==> config.mk <==
export PLATFORM = sky130hd
export DESIGN_NAME = tx_controller
export DESIGN_NICKNAME = d
export VERILOG_FILES = /design/src/rtl/uart_pkg.sv /design/src/rtl/tx_fifo.sv /design/src/rtl/tx_controller.sv
export SDC_FILE = /design/constraint.sdc
export NUM_CORES = 1
export LEC_CHECK = 0
export ABC_AREA = 1
export BUFFER_PORTS_ARGS = -buffer_cell sky130_fd_sc_hd__buf_4
export CAP_MARGIN = 30
export CORE_MARGIN = 2
export CORE_UTILIZATION = 45
export DETAILED_ROUTE_END_ITERATION = 7
export GPL_TIMING_DRIVEN = 0
export PLACE_DENSITY_LB_ADDON = 0.2
export REMOVE_ABC_BUFFERS = 1
export SLEW_MARGIN = 20
export SYNTH_ARGS = -nofsm -noshare
export SYNTH_HDL_FRONTEND = slang
export SYNTH_SLANG_ARGS = --single-unit
==> constraint.sdc <==
create_clock -name clk -period 7 [get_ports clk]
set_clock_uncertainty 0.05 [all_clocks]
set_input_delay 0.7 -clock clk [delete_from_list [all_inputs] [get_ports clk]]
set_output_delay 0.7 -clock clk [all_outputs]
set_load 0.01 [all_outputs]
==> src/rtl/uart_pkg.sv <==
// Shared UART definitions: serializer state encoding and 8N1 frame constants.
package uart_pkg;

  typedef enum logic [1:0] {
    ST_IDLE  = 2'd0,
    ST_START = 2'd1,
    ST_DATA  = 2'd2,
    ST_STOP  = 2'd3
  } uart_state_e;

  localparam int         DATA_BITS    = 8;
  localparam logic       START_BIT    = 1'b0;
  localparam logic       STOP_BIT     = 1'b1;
  localparam logic [2:0] LAST_BIT_IDX = 3'(DATA_BITS - 1);

  // Width of a counter that holds 0..cpb-1 (never narrower than one bit).
  function automatic int baud_width(input int cpb);
    if (cpb > 1) begin
      return $clog2(cpb);
    end else begin
      return 1;
    end
  endfunction

endpackage

==> src/rtl/tx_fifo.sv <==
// Byte FIFO for the UART transmitter. Pushes into a full FIFO and pops from
// an empty FIFO are ignored; a push and a pop in the same cycle both apply.
module tx_fifo
  import uart_pkg::*;
#(
  parameter int DEPTH = 4
) (
  input  logic                 clk,
  input  logic                 rst_n,
  input  logic                 i_push,
  input  logic [DATA_BITS-1:0] i_wdata,
  input  logic                 i_pop,
  output logic [DATA_BITS-1:0] o_rdata,
  output logic                 o_full,
  output logic                 o_empty
);

  localparam int PTR_W = $clog2(DEPTH);
  localparam int CNT_W = PTR_W + 1;

  logic [DATA_BITS-1:0] r_mem [DEPTH];
  logic [PTR_W-1:0]     r_wr_ptr;
  logic [PTR_W-1:0]     r_rd_ptr;
  logic [CNT_W-1:0]     r_count;
  logic                 w_push;
  logic                 w_pop;

  // Full is judged on the current occupancy, so a write while full is lost
  // even when a pop frees a slot on the same edge.
  assign w_push  = i_push && !o_full;
  assign w_pop   = i_pop && !o_empty;
  assign o_full  = (r_count == CNT_W'(DEPTH));
  assign o_empty = (r_count == CNT_W'(0));
  assign o_rdata = r_mem[r_rd_ptr];

  // Storage array; contents are don't-care while the FIFO is empty.
  always_ff @(posedge clk) begin
    if (w_push) begin
      r_mem[r_wr_ptr] <= i_wdata;
    end
  end

  // Pointers wrap naturally because DEPTH is a power of two.
  always_ff @(posedge clk or negedge rst_n) begin
    if (!rst_n) begin
      r_wr_ptr <= PTR_W'(0);
      r_rd_ptr <= PTR_W'(0);
    end else begin
      if (w_push) begin
        r_wr_ptr <= r_wr_ptr + PTR_W'(1);
      end
      if (w_pop) begin
        r_rd_ptr <= r_rd_ptr + PTR_W'(1);
      end
    end
  end

  // Occupancy counter, unchanged on a simultaneous push and pop.
  always_ff @(posedge clk or negedge rst_n) begin
    if (!rst_n) begin
      r_count <= CNT_W'(0);
    end else begin
      case ({w_push, w_pop})
        2'b10:   r_count <= r_count + CNT_W'(1);
        2'b01:   r_count <= r_count - CNT_W'(1);
        default: r_count <= r_count;
      endcase
    end
  end

endmodule

==> src/rtl/tx_controller.sv <==
// UART 8N1 transmitter: byte FIFO feeding a serializer with a baud counter.
// Frames are sent back to back while the FIFO has data.
module tx_controller
  import uart_pkg::*;
#(
  parameter int CLKS_PER_BIT = 434,
  parameter int FIFO_DEPTH   = 4
) (
  input  logic       clk,
  input  logic       rst_n,
  input  logic       TX_WE,
  input  logic [7:0] TX_DATA,
  output logic       TX_FULL,
  output logic       TX_BUSY,
  output logic       TX_DONE,
  output logic       UART_TXD
);

  localparam int                BAUD_W    = baud_width(CLKS_PER_BIT);
  localparam logic [BAUD_W-1:0] BAUD_LAST = BAUD_W'(CLKS_PER_BIT - 1);

  uart_state_e          r_state;
  uart_state_e          w_state_nxt;
  logic [BAUD_W-1:0]    r_baud;
  logic [BAUD_W-1:0]    w_baud_nxt;
  logic [2:0]           r_bit_idx;
  logic [2:0]           w_bit_idx_nxt;
  logic [DATA_BITS-1:0] r_shift;
  logic [DATA_BITS-1:0] w_shift_nxt;
  logic                 r_txd;
  logic                 w_txd_nxt;
  logic                 r_done;
  logic                 w_done_nxt;
  logic                 w_pop;
  logic                 w_bit_end;
  logic                 w_fifo_full;
  logic                 w_fifo_empty;
  logic [DATA_BITS-1:0] w_fifo_rdata;

  tx_fifo #(
    .DEPTH (FIFO_DEPTH)
  ) u_fifo (
    .clk     (clk),
    .rst_n   (rst_n),
    .i_push  (TX_WE),
    .i_wdata (TX_DATA),
    .i_pop   (w_pop),
    .o_rdata (w_fifo_rdata),
    .o_full  (w_fifo_full),
    .o_empty (w_fifo_empty)
  );

  assign w_bit_end = (r_baud == BAUD_LAST);

  // State register.
  always_ff @(posedge clk or negedge rst_n) begin
    if (!rst_n) begin
      r_state <= ST_IDLE;
    end else begin
      r_state <= w_state_nxt;
    end
  end

  // Next-state logic: each bit lasts until the baud counter hits its last count.
  always_comb begin
    w_state_nxt = r_state;
    case (r_state)
      ST_IDLE: begin
        if (!w_fifo_empty) begin
          w_state_nxt = ST_START;
        end else begin
          w_state_nxt = ST_IDLE;
        end
      end
      ST_START: begin
        if (w_bit_end) begin
          w_state_nxt = ST_DATA;
        end else begin
          w_state_nxt = ST_START;
        end
      end
      ST_DATA: begin
        if (w_bit_end && (r_bit_idx == LAST_BIT_IDX)) begin
          w_state_nxt = ST_STOP;
        end else begin
          w_state_nxt = ST_DATA;
        end
      end
      ST_STOP: begin
        if (w_bit_end && !w_fifo_empty) begin
          w_state_nxt = ST_START;
        end else if (w_bit_end) begin
          w_state_nxt = ST_IDLE;
        end else begin
          w_state_nxt = ST_STOP;
        end
      end
      default: w_state_nxt = ST_IDLE;
    endcase
  end

  // Output/datapath decode: pop, counters, shift load and next line level.
  always_comb begin
    w_pop         = 1'b0;
    w_baud_nxt    = r_baud;
    w_bit_idx_nxt = r_bit_idx;
    w_shift_nxt   = r_shift;
    w_txd_nxt     = STOP_BIT;
    w_done_nxt    = 1'b0;

    // A new byte is taken either from idle or straight at the end of a stop bit.
    if ((r_state == ST_IDLE) || ((r_state == ST_STOP) && w_bit_end)) begin
      w_pop = !w_fifo_empty;
    end else begin
      w_pop = 1'b0;
    end

    if ((r_state == ST_IDLE) || w_bit_end) begin
      w_baud_nxt = BAUD_W'(0);
    end else begin
      w_baud_nxt = r_baud + BAUD_W'(1);
    end

    if (r_state != ST_DATA) begin
      w_bit_idx_nxt = 3'd0;
    end else if (w_bit_end) begin
      w_bit_idx_nxt = r_bit_idx + 3'd1;
    end else begin
      w_bit_idx_nxt = r_bit_idx;
    end

    if (w_pop) begin
      w_shift_nxt = w_fifo_rdata;
    end else begin
      w_shift_nxt = r_shift;
    end

    case (w_state_nxt)
      ST_IDLE:  w_txd_nxt = STOP_BIT;
      ST_START: w_txd_nxt = START_BIT;
      ST_DATA:  w_txd_nxt = w_shift_nxt[w_bit_idx_nxt];
      ST_STOP:  w_txd_nxt = STOP_BIT;
      default:  w_txd_nxt = STOP_BIT;
    endcase

    // Look ahead one cycle so the registered pulse lands on the last stop cycle.
    w_done_nxt = (w_state_nxt == ST_STOP) && (w_baud_nxt == BAUD_LAST);
  end

  // Datapath registers: baud counter, bit index and the frame's byte.
  always_ff @(posedge clk or negedge rst_n) begin
    if (!rst_n) begin
      r_baud    <= BAUD_W'(0);
      r_bit_idx <= 3'd0;
      r_shift   <= '0;
    end else begin
      r_baud    <= w_baud_nxt;
      r_bit_idx <= w_bit_idx_nxt;
      r_shift   <= w_shift_nxt;
    end
  end

  // Registered serial line and done pulse; reset drives the line high at once.
  always_ff @(posedge clk or negedge rst_n) begin
    if (!rst_n) begin
      r_txd  <= STOP_BIT;
      r_done <= 1'b0;
    end else begin
      r_txd  <= w_txd_nxt;
      r_done <= w_done_nxt;
    end
  end

  assign UART_TXD = r_txd;
  assign TX_DONE  = r_done;
  assign TX_FULL  = w_fifo_full;
  assign TX_BUSY  = (r_state != ST_IDLE) || !w_fifo_empty;

endmodule
* Word level (Yosys, flattened, before mapping)
Memories as Yosys holds them, arrays and structs flattened.
Cells that the tools add are included.
** Operators by class
- Reduce and logical (&&, ||, !) cells :: 17
- Magnitude comparators :: 1
- Mux-type cells :: 17
- $add $sub $neg :: 6
- Equality and inequality tests :: 13
** Operator list (number)
- $eq A9 B9 Y1 const B :: 2
- $eq A2 B2 Y1 const B :: 5
- $add A9 B1 Y9 const B :: 1
- $mux W9 :: 1
- $mux W8 :: 1
- $pmux W2 S4 :: 1
- $add A3 B1 Y3 const B :: 2
- $eq A2 B1 Y1 const B :: 3
- $eq A3 B3 Y1 const B :: 2
- $logic_and A1 B1 Y1 :: 6
- $mux W1 :: 6
- $mux W2 :: 3
- $mux W3 :: 2
- $pmux W3 S2 :: 1
- $add A2 B1 Y2 const B :: 2
- $logic_not A2 Y1 :: 2
- $lt A3 B4 Y1 const B :: 1
- $reduce_bool A2 Y1 :: 2
- $bmux W1 S3 :: 1
- $logic_not A3 Y1 :: 1
- $logic_or A1 B1 Y1 :: 3
- $pmux W1 S3 :: 1
- $sub A3 B1 Y3 const B :: 1
- $logic_not A1 Y1 :: 2
- other kinds (2) :: 2
** Storage, ports and cells
- Bits of input ports :: 11
- Output and inout bits :: 4
- Bits in writable memories :: 32
- Memories :: 1
- Bits in registers :: 31
- Logic and storage cells :: 64
** Memories
- u_fifo.r_mem :: words 4, width 8, read ports 1, clocked after memory_dff 0, wr ports 1, line tx_fifo.sv:21 : logic [DATA_BITS-1:0] r_mem [DEPTH];

* Longest topological paths before layout
- Depth in word-level cells :: 8
- Mapped depth :: 14
- Gate-level depth less buffers :: 14

* By module
A second synthesis with hierarchy kept.
** Unflattened totals
- Cell total of the unflattened synthesis :: 321
- Area, all modules :: 3191.8 um^2
** Modules (own cells, without submodules)
- tx_fifo :: cells an instance 154, instances 1, area each 1751.7 um^2, sequential area each 1136.1 um^2
- tx_controller :: cells an instance 167, instances 1, area each 1440.1 um^2, sequential area each 601.8 um^2

* Least setup slack after synthesis
No wires, ideal clock.
- Path kind :: flip-flop to flip-flop
- From :: reg r_baud[1]
- To :: reg u_fifo.r_count[2]
- Arrival :: 2055 ps
- Required time :: 6819 ps
- Cell stages (with the launch flop) :: 15
- Setup time :: 131 ps
- Path buffers :: 0
- Period minus slack after synthesis :: 2236 ps
- Path slack :: 4764 ps
- Cell sequence :: dfrtp_1 -> inv_1 -> ha_1 -> nand2_1 -> nor2_4 -> nand3_2 -> nand2_4 -> nand2_4 -> inv_1 -> ha_1 -> inv_1 -> fa_1 -> a21oi_1 -> o21ai_0 -> xor2_1
** On the way
- Cells in the longest elaborated chain, start to end :: 7
- Elaborated cells between the ends (all ways) :: 9
- Classes of those cells :: 3 x eq/ne; 2 x mux; 4 x reduce/logical
** Ends and longest elaborated chain
- start: declaration :: line tx_controller.sv:24 : logic [BAUD_W-1:0] r_baud;
- start signal: assignment :: line tx_controller.sv:157 : r_baud <= w_baud_nxt;
- $eq A9 B9 Y1 (*) :: line tx_controller.sv:53 : assign w_bit_end = (r_baud == BAUD_LAST);
- $logic_and A1 B1 Y1 (*) :: line tx_controller.sv:112 : if ((r_state == ST_IDLE) || ((r_state == ST_STOP) && w_bit_end)) begin
- $logic_or A1 B1 Y1 (*) :: line tx_controller.sv:112
- $mux W1 (*) :: line tx_controller.sv:112
- $logic_and A1 B1 Y1 (*) :: line tx_fifo.sv:31 : assign w_pop = i_pop && !o_empty;
- net u_fifo.w_pop :: line tx_fifo.sv:26 : logic w_pop;
- $eq A2 B1 Y1 / $eq A2 B2 Y1 (equally long branches) :: line tx_fifo.sv:63 : case ({w_push, w_pop})
- $pmux W3 S2 / $reduce_bool A2 Y1 (equally long branches)
- end signal: assignment :: line tx_fifo.sv:64 : 2'b10: r_count <= r_count + CNT_W'(1);
- end signal: assignment :: line tx_fifo.sv:65 : 2'b01: r_count <= r_count - CNT_W'(1);
- end signal: assignment :: line tx_fifo.sv:66 : default: r_count <= r_count;
- end: declaration :: line tx_fifo.sv:24 : logic [CNT_W-1:0] r_count;
The timed path passes the listed nets; every way through them passes the cells marked *.
A chain may end at the register's enable or synchronous reset.

* Worst setup path in the final report
Same ends and word-level chain as after synthesis.

==> flow_summary.ini <==
[run]
drv_cap = 0

[logic_synthesis]
syn_area_mm2 = 0.00301
synth_edf_count = 32
ys_warn_count = 0
synth_area_leaders = edfxtp_1 32%, dfrtp_1 25%, nor2_1 6.2%
yosysTopAreaCellShare_pct = 31.9
muxShareOfSynthArea_pct = 0
yosys.area.top_type = edfxtp_1
synthAdderAreaFrac_pct = 5.65
syn_inst = 293
avgSynthCellArea_um2 = 10.3
ys_types = 33
ys_seq_elements = 63
synth_top_family_by_area = simple AND/OR/NAND/NOR gates
synth_compound_area_share_pct = 5.56
async_reset_ff_share_pct = 49.2
yosysSeqAreaShare_pct = 57.7
synthFlopType = edfxtp_1
synth_xor_area_share_pct = 1.45
synth-simple-area-share_pct = 23.9

[layout]
layout_commonest_cell = nor2_1
antenna_cells = 0
mostFrequentLayoutCells = 50 x nor2_1, 39 x nand2_1, 32 x edfxtp_1
postLayoutCoreUtil_pct = 52.1
drive_gt1_share_pct = 18.6
multi_input_area_mm2 = 0.00110
fillerInstances = 591
layout.nets = 337
regArea_mm2 = 0.00174
area_growth_pct = 11.0

[sta]
maxSlewHeadroom_pct = 45.3
fin_crit_ns = 2.49
max_freq_ghz = 0.402
grt_setup_unrepaired = false
min_period_over_period_pct = 35.5
finalHoldViolations = 0
setup_slack_ns = 4.51
slew_violations = 0
tightest_slew_ns = 0.818
finalSetupViolCount = 0
setup_tns_ns = 0

[grt]
grt_pass1_wl_um = 9200
overflow = 0
antenna_found_initial = 0
grt_use_total_pct = 16.5
grt_pass1_vias = 1990
grt_start_max_net_pins = 32

[min_path]
hold_path_class = input port to asynchronous set/reset pin

[setup_path]
setup.worst_path.end_class = register
crit_required_ns = 7.16
startpoint_type = register
path_class = register to register
worst_path_most_repeated_cell = inv_1
crit_arrival_ns = 2.64
max_stage_delay_ns = 0.40
path_cells = inv_1 -> ha_1 -> nand2_1 -> nor2_4 -> nand3_2 -> nand2_4 -> nand2_4 -> inv_1 -> ha_1 -> inv_1 -> fa_1 -> a21oi_1 -> o21ai_0 -> xor2_1
critPathMaxFanout = 10
slowest_stage = dfrtp_1

[drt]
drt-wirelength-per-cell_um = 13.6
finalWirelength_um = 5360
ant_nets = 0
num_vias = 1981
via_per_inst = 5.02
drt_iter0_drc = 87
drc = 0
firstDrtPassIters = 6

[power_and_ir_drop]
p_per_area_mw_per_mm2 = 253
p_leak_nw = 1.50
p_total_mw = 0.846
irDropWorstVdd_uv = 207

[placement]
place_ws_ns = 4.53
dp_hpwl_um = 3680
port_buffers = 14
gp_congestion = 0.733

[clock_tree]
clock-sinks = 63
cts_buffers = 9
cts.clk_slew.worst_paths_ns = 0.07
postCtsResizedCells = 0
clk_path_buf_depth = 2
cts_htree_levels = 3
post-cts-setup-buffers = 0
cts_root_buf = clkbuf_8
insertion_delay_ns = 0.33
cts_tree = built
cts-hold-fix-buffers = 0

[floorplan]
dieArea_mm2 = 0.00737
pin_count = 15
dieWidth_um = 85.8
std_cell_rows = 29
initial_core_util_pct = 46.9
coreArea_mm2 = 0.00642
die_h_um = 85.8

[run_status]
status = complete, no violations
## per-stage QoR
step / instance area, µm² / hold slack (ns) / instances
3_3_place_gp: 3180 / 0.400 / 379
3_5_place_dp: 3180 / 0.404 / 379
2_1_floorplan: 2980 / 0.354 / 288
5_1_grt: 3340 / 0.264 / 395
4_1_cts: 3340 / 0.251 / 395
6_report: 3340 / 0.243 / 395
## flip-flops by register name, indices dropped and copies added (netlist names)
register         cells
r_shift              8
r_bit_idx            3
TX_DONE              1
u_fifo.r_mem        32
r_state              2
u_fifo.r_wr_ptr      2
u_fifo.r_rd_ptr      2
u_fifo.r_count       3
UART_TXD             1
r_baud               9
## layer usage
metal | track usage (%) | vias to the layer above | routed length (µm)
li1 | - | 1006 | -
met2 | 25.8 | 24 | 2510
met3 | 4.04 | 5 | 125
met5 | 0 | - | 0
met4 | 7.36 | 0 | 74
met1 | 21.8 | 946 | 2650
## synth_stat cells, types with 2 or more instances
cell and instances:
dfrtp_1 30, nand3_2 4, inv_2 7, buf_4 4
nor2_4 4, xor2_1 4, nor3_2 2, nand2_4 5
nor2_1 50, nor3_1 3, nand3_1 25, a21oi_1 5
o21ai_1 4, ha_1 12, edfxtp_1 32, o21ai_0 21
nor2_2 3, nand2_1 39, inv_1 25
## critical path, delay by kind of cell (launching register included)
family,cells,cell delay (ns)
AND/OR/NAND/NOR,5,0.60
adder cells (fa/ha/maj),3,0.69
XOR/XNOR,1,0.15
flip-flops,1,0.40
buffers and inverters,3,0.23
AO/OA/AOI/OAI,2,0.25
## power by group
part | switching (mW) | total (mW) | leakage, nW | internal, mW
clock | 0.139 | 0.266 | 0.0797 | 0.126
sequential | 0.0152 | 0.461 | 0.672 | 0.446
combinational | 0.0842 | 0.119 | 0.747 | 0.0352
## final cells by class
cell class / count / area share, %
multi-input cells: 192 / 33.0
clock inverters: 6 / 1.12
repair buffers: 14 / 3.14
inverters: 33 / 4.12
flip-flops and latches: 63 / 52.0
clock buffers: 10 / 3.82
well taps: 77 / 2.88
## worst paths after layout
| path | startpoint | end | slack [ns] | cells past startpoint |
|---|---|---|---|---|
| max reg2reg | r_baud[1] | u_fifo.r_count[2] | 4.51 | 14 |
| min in group clk | r_shift[5] | r_shift[5] | 0.42 | 2 |
| min | rst_n | r_baud[2] | 0.24 | 1 |
| max | r_baud[1] | u_fifo.r_count[2] | 4.51 | 14 |
| min reg2reg | r_shift[5] | r_shift[5] | 0.42 | 2 |
| max in group asynchronous | rst_n | UART_TXD | 6.32 | 1 |
## cells by family (layout without fill, tap and decap cells)
| family | after synthesis | after routing |
|---|---|---|
| DFF | 63 | 63 |
| and+or+nand+nor | 142 | 142 |
| xor gates and xnor gates | 5 | 5 |
| AOI/OAI and AO/OA | 32 | 32 |
| adders and majority gates | 13 | 13 |
| buffers and inverters | 38 | 63 |
(Power assumes the default switching activity.)
